<file path="src/rtl/fp_decode_accum.sv">
// fp_decode_accum
//   Decodes 8-bit FP samples (S, E[2:0], F[3:0]) from the converter stage
//   back to signed linear values (+/-F * 2^E). It sums N samples into a
//   saturating signed accumulator and presents each block sum on an output
//   valid/ready handshake.
// Ports:
//   clk, rst_n          clock, asynchronous active-low reset
//   clear               synchronous abort of the current block / pending sum
//   in_valid/in_ready   sample handshake; in_ready depends on state only
//   in_s, in_e, in_f    FP sample fields
//   out_valid/out_ready block-sum handshake (out_valid is registered)
//   out_sum, out_sat    block sum, and a flag showing saturation in that block
//   out_cnt             samples accepted so far in the current block
module fp_decode_accum #(
  parameter int N     = 8,
  parameter int ACC_W = 16
) (
  input  logic             clk,
  input  logic             rst_n,
  input  logic             clear,
  input  logic             in_valid,
  output logic             in_ready,
  input  logic             in_s,
  input  logic [2:0]       in_e,
  input  logic [3:0]       in_f,
  output logic             out_valid,
  input  logic             out_ready,
  output logic [ACC_W-1:0] out_sum,
  output logic             out_sat,
  output logic [7:0]       out_cnt
);

  typedef enum logic {ACCUM = 1'b0, HOLD = 1'b1} state_t;

  localparam logic [7:0]       LAST  = 8'(N - 1);
  localparam logic [ACC_W-1:0] MAX_V = {1'b0, {(ACC_W-1){1'b1}}};
  localparam logic [ACC_W-1:0] MIN_V = {1'b1, {(ACC_W-1){1'b0}}};

  state_t           state_q, state_d;
  logic [ACC_W-1:0] acc_q, acc_d;
  logic [7:0]       cnt_q, cnt_d;
  logic             sat_q, sat_d;
  logic [ACC_W-1:0] sum_q, sum_d;
  logic             osat_q, osat_d;

  // Decode: the magnitude fits in 11 bits (max 15<<7 = 1920).
  logic [10:0]      mag;
  logic [ACC_W:0]   mag_x, term, nxt;
  logic             ovf;
  logic [ACC_W-1:0] clamped;

  assign mag   = {7'b0, in_f} << in_e;
  assign mag_x = {{(ACC_W-10){1'b0}}, mag};
  assign term  = in_s ? -mag_x : mag_x;

  // One guard bit is enough. |term| < 2^11 <= 2^(ACC_W-1), so the sum of the
  // accumulator and one term stays inside the ACC_W+1 range.
  assign nxt     = {acc_q[ACC_W-1], acc_q} + term;
  assign ovf     = nxt[ACC_W] ^ nxt[ACC_W-1];
  assign clamped = ovf ? (nxt[ACC_W] ? MIN_V : MAX_V) : nxt[ACC_W-1:0];

  always_comb begin
    state_d = state_q;
    acc_d   = acc_q;
    cnt_d   = cnt_q;
    sat_d   = sat_q;
    sum_d   = sum_q;
    osat_d  = osat_q;
    if (clear) begin
      // clear wins over any accept or output handshake in the same cycle.
      state_d = ACCUM;
      acc_d   = '0;
      cnt_d   = '0;
      sat_d   = 1'b0;
    end else begin
      case (state_q)
        ACCUM: begin
          if (in_valid) begin
            if (cnt_q == LAST) begin
              sum_d   = clamped;
              osat_d  = sat_q | ovf;
              state_d = HOLD;
              acc_d   = '0;
              cnt_d   = '0;
              sat_d   = 1'b0;
            end else begin
              acc_d = clamped;
              cnt_d = cnt_q + 8'd1;
              sat_d = sat_q | ovf;
            end
          end
        end
        HOLD: begin
          if (out_ready) state_d = ACCUM;
        end
        default: state_d = ACCUM;
      endcase
    end
  end

  always_ff @(posedge clk or negedge rst_n) begin
    if (!rst_n) begin
      state_q <= ACCUM;
      acc_q   <= '0;
      cnt_q   <= '0;
      sat_q   <= 1'b0;
      sum_q   <= '0;
      osat_q  <= 1'b0;
    end else begin
      state_q <= state_d;
      acc_q   <= acc_d;
      cnt_q   <= cnt_d;
      sat_q   <= sat_d;
      sum_q   <= sum_d;
      osat_q  <= osat_d;
    end
  end

  assign in_ready  = (state_q == ACCUM);
  assign out_valid = (state_q == HOLD);
  assign out_sum   = sum_q;
  assign out_sat   = osat_q;
  assign out_cnt   = cnt_q;

endmodule

</file>
<file path="config.mk">
export PLATFORM = sky130hd
export DESIGN_NAME = fp_decode_accum
export DESIGN_NICKNAME = d
export VERILOG_FILES = /design/src/rtl/fp_decode_accum.sv
export SDC_FILE = /design/constraint.sdc
export NUM_CORES = 1
export LEC_CHECK = 0
export ABC_AREA = 0
export BUFFER_PORTS_ARGS = -buffer_cell sky130_fd_sc_hd__buf_2
export CAP_MARGIN = 20
export CELL_PAD_IN_SITES_DETAIL_PLACEMENT = 1
export CELL_PAD_IN_SITES_GLOBAL_PLACEMENT = 2
export CORE_MARGIN = 4
export CORE_UTILIZATION = 35
export DETAILED_ROUTE_END_ITERATION = 8
export PLACE_DENSITY_LB_ADDON = 0.1
export SLEW_MARGIN = 15
export SYNTH_ARGS = -nofsm -noshare
export SYNTH_HDL_FRONTEND = slang
export SYNTH_SLANG_ARGS = --single-unit
export TNS_END_PERCENT = 30
</file>
<file path="constraint.sdc">
create_clock -name clk -period 3.35 [get_ports clk]
set_input_delay 0.1675 -clock clk [delete_from_list [all_inputs] [get_ports clk]]
set_output_delay 0.1675 -clock clk [all_outputs]
set_load 0.005 [all_outputs]
</file>
==> impl_metrics.py <==
metrics = {
    "outcome": {
        "run_status": "complete, but fails checks",
        "failed_checks": "setup timing",
    },
    "route": {
        "wl_mm": 12.4,
        "drt_iter0_markers": 116,
        "routed_wire_length_per_instance_um": 18.3,
        "drt.antenna.violating_nets": 0,
        "post-route-drc-count": 0,
        "drt_pre_antenna_iters": 4,
        "number_of_vias_after_detailed_routing": 3614,
        "avgViaCountPerCell": 5.35,
    },
    "critical_path": {
        "r2r_cells": 9,
        "r2r-start": "acc_q[15]",
        "critPathKind": "primary input to flop",
        "crit_fanout": 5,
        "worst_setup_ep_type": "flop",
        "timing.critical_path.from_type": "primary input",
        "cp_data_arrival_time_ns": 3.81,
        "rr_endpoint": "out_sum[8]",
        "cp.required_ns": 3.54,
        "r2r_setup_slack_ns": 0.48,
    },
    "clock_network": {
        "max-clock-path-buffers": 2,
        "clockRootBuffer": "clkbuf_8",
        "htreeDepth": 2,
        "tritoncts": "built",
        "number_of_buffers_inserted_during_clock_tree_synthesis": 5,
        "worstSkewPairLatency_ns": 0.30,
        "clk_pin_slew_ns": 0.09,
        "numClockSinks": 43,
    },
    "global_routing": {
        "grt_pass1_wl_mm": 20.6,
        "grt.total_usage_pct": 22.3,
        "gr-max-usage-layer": "met2",
        "maximum_number_of_pins_on_one_net_before_global_route_repair": 44,
        "antenna_found_initial": 0,
        "grtUsageMet2_pct": 41.8,
        "overflow_after_grt": 0,
        "use_met1_pct": 27.9,
        "grt_util_met3_pct": 2.09,
        "grt_pass1_vias": 3945,
    },
    "timing": {
        "report.final.hold_viol_count": 0,
        "maxSlewHeadroom_pct": 37.8,
        "layout_min_cycle_time_ns": 3.62,
        "worst_pin_slew_ns": 0.930,
        "timing.final.crit_share_pct": 108,
        "setup_violations": 32,
        "fin_worst_skew_ns": 0.0139,
        "rsz0062_at_grt": "yes",
        "whs_ns": 0.0307,
        "fmax_mhz": 276,
        "final_max_slew_viol_count": 0,
        "layout_setup_ws_ns": -0.268,
    },
    "place": {
        "dp_cells": 652,
        "numPortBuffers": 39,
        "dp_slack_ns": -0.698,
        "gp_congestion": 0.825,
        "dp.final_hpwl_mm": 9.29,
    },
    "yosys": {
        "post_synth_instance_area_sq_mm": 0.00354,
        "synthDistinctLibCells": 67,
        "synth-main-ff-cell": "dfrtp_1",
        "synthDominantAreaCellType": "dfrtp_1",
        "yosysTopAreaCellShare_pct": 30.4,
        "count_of_flip_flops_with_a_built_in_enable_after_synthesis": 0,
        "synth.ff_latch_count": 43,
        "synthesis.yosys.warnings": 0,
        "synthArstFlopShare_pct": 100,
        "synthTopCellsByArea": "dfrtp_1, ha_1, nand2_1, o21ai_0, a21oi_1",
        "postSynthCellCount": 409,
        "syn-mean-instance-area_sq_um": 8.65,
        "ys_seq_area_share_pct": 30.4,
        "synth.net_count": 441,
    },
    "power": {
        "total_leakage_power_nw": 2.39,
        "peak_ir_drop_on_the_vdd_network_mv": 0.230,
        "power.density_cell_area_mw_per_mm2": 487,
    },
    "floorplan": {
        "fp.dieW_um": 109,
        "floorplan_core_area_sq_mm": 0.00982,
        "std_cell_rows": 36,
        "pin_count": 40,
        "floorplan.initialDensity_pct": 36.0,
        "die_area_sq_mm": 0.0118,
        "dieHeight_um": 109,
    },
    "min_path": {
        "worstHoldStart": "out_ready",
        "min_delay_worst_endpoint": "out_valid",
        "worstHoldPathCells": 2,
        "hold_class": "primary input to flop",
    },
    "finish": {
        "fin_nets": 573,
        "fraction_of_final_layout_cells_with_drive_strength_greater_than_1_pct": 41.3,
        "fillerInstances": 1211,
        "stdcell_count": 675,
        "utilization_pct": 51.4,
        "antenna-diode-count": 0,
        "layout-area-overhead-vs-synth_pct": 42.7,
    },
    "run": {
        "max-cap-violations": 0,
    },
}
## worst max path at each step
stage / slack [ns] / end / from / cells past startpoint
4_1_cts: -0.19 / out_sum[12] / in_e[0] / 20
6_report: -0.27 / out_sum[12] / in_e[0] / 22
3_5_place_dp: -0.70 / out_sum[6] / in_e[0] / 19
2_1_floorplan: -0.28 / out_sum[14] / in_e[0] / 19
5_1_grt: -0.43 / out_sum[12] / in_e[0] / 22
3_3_place_gp: -0.58 / out_sum[6] / in_e[0] / 19
## cell usage in the layout (no fill, tap or decap), drive strengths merged, types with 3 or more instances in the layout
| cell type | n |
|---|---|
| ha | 18 |
| a22o | 13 |
| o31ai | 3 |
| maj3 | 15 |
| nand2b | 11 |
| xor2 | 8 |
| a21oi | 29 |
| a211o | 3 |
| nor2b | 6 |
| buf | 143 |
| nor3b | 3 |
| or3 | 3 |
| nor3 | 5 |
| nand4 | 3 |
| o21ai | 41 |
| clkbuf | 5 |
| o211ai | 4 |
| a211oi | 5 |
| and2 | 6 |
| nor2 | 29 |
| nand3 | 8 |
| nand2 | 57 |
| mux2 | 11 |
| and3 | 5 |
| inv | 12 |
| dfrtp | 43 |
| xnor2 | 11 |
| a31oi | 4 |
| mux2i | 4 |
## cells by family (layout without fill, tap and decap cells)
family | after synthesis | after routing | synth area share (%)
xor+xnor | 19 | 19 | 4.92
simple gates | 140 | 140 | 19.3
mux | 15 | 15 | 5.38
fa+ha+maj | 34 | 34 | 11.6
compound gates | 126 | 127 | 24.3
buf+inv | 32 | 164 | 4.14
flops | 43 | 43 | 30.4
## synthesized netlist by cell type, types with 5 or more instances
cell type   n
nand2_1    57
dfrtp_1    43
o21ai_0    37
nor2_1     29
a21oi_1    28
ha_1       18
a22o_1     12
clkbuf_1   11
inv_1      11
maj3_2     11
nand2b_1   10
xnor2_1    10
nand3_1     8
xor2_1      8
mux2_4      7
buf_2       6
nor2b_1     6
and3_1      5
nor3_1      5
## flip-flops by register name, indices dropped and copies added, names as in the netlist
name,flops
acc_q,16
out_cnt,8
sat_q,1
out_sat,1
out_sum,16
out_valid,1
## report_power, final
| group | internal [W] | switching (W) | leakage (nW) |
|---|---|---|---|
| clock | 0.000225 | 0.000198 | 0.0548 |
| sequential | 0.000572 | 0.0000520 | 0.588 |
| combinational | 0.000697 | 0.000715 | 1.75 |
## final cells by class
type / instances / area [sq um] / share of cell area [%]
multi-input cells: 335 / 2600 / 51.5
clock buffers: 5 / 68.8 / 1.36
flip-flops and latches: 43 / 1080 / 21.3
well taps: 133 / 166 / 3.30
clock inverters: 3 / 46.3 / 0.917
repair buffers: 144 / 1040 / 20.7
inverters: 12 / 45.0 / 0.892
## metrics by stage
| step | power [W] | setup TNS (ns) | cell area, sq um |
|---|---|---|---|
| detailed placement | 0.00184 | -20.69 | 4600 |
| global placement | 0.00180 | -16.84 | 4600 |
| CTS | 0.00243 | -3.99 | 4930 |
| finish | 0.00246 | -6.18 | 5050 |
| floorplan | 0.00138 | -5.96 | 3680 |
| global route | 0.00262 | -11.87 | 5050 |
## critical path, stage by stage
cell,delay (ns)
buf_8,0.10
nand2b_4,0.13
a21boi_4,0.14
nor2_4,0.10
nand2_2,0.08
ha_4,0.18
nor2b_4,0.12
a22oi_2,0.23
nor2_4,0.09
buf_4,0.15
mux2i_1,0.13
nand2_1,0.08
o221a_4,0.14
ha_4,0.28
nand4_1,0.13
a21oi_2,0.19
o21ai_4,0.11
nor3b_4,0.18
buf_6,0.12
a211o_4,0.36
maj3_2,0.34
mux2_4,0.26
## what timing repair did
action                                  4_1_cts  5_1_grt
cloned                                        1        0
hold buffers                                  0        1
endpoints found under the hold margin         0       14
pin swaps                                    28       10
endpoints found under the setup margin       32       33
buffers inserted                              9        3
gates resized for setup                      40       10
## metal layers
layer	routed length, um	share of wire (%)
met2	6480	52
met4	113	0.91
met1	5510	44
met5	0	0
met3	279	2.3
(Power assumes the default switching activity.)
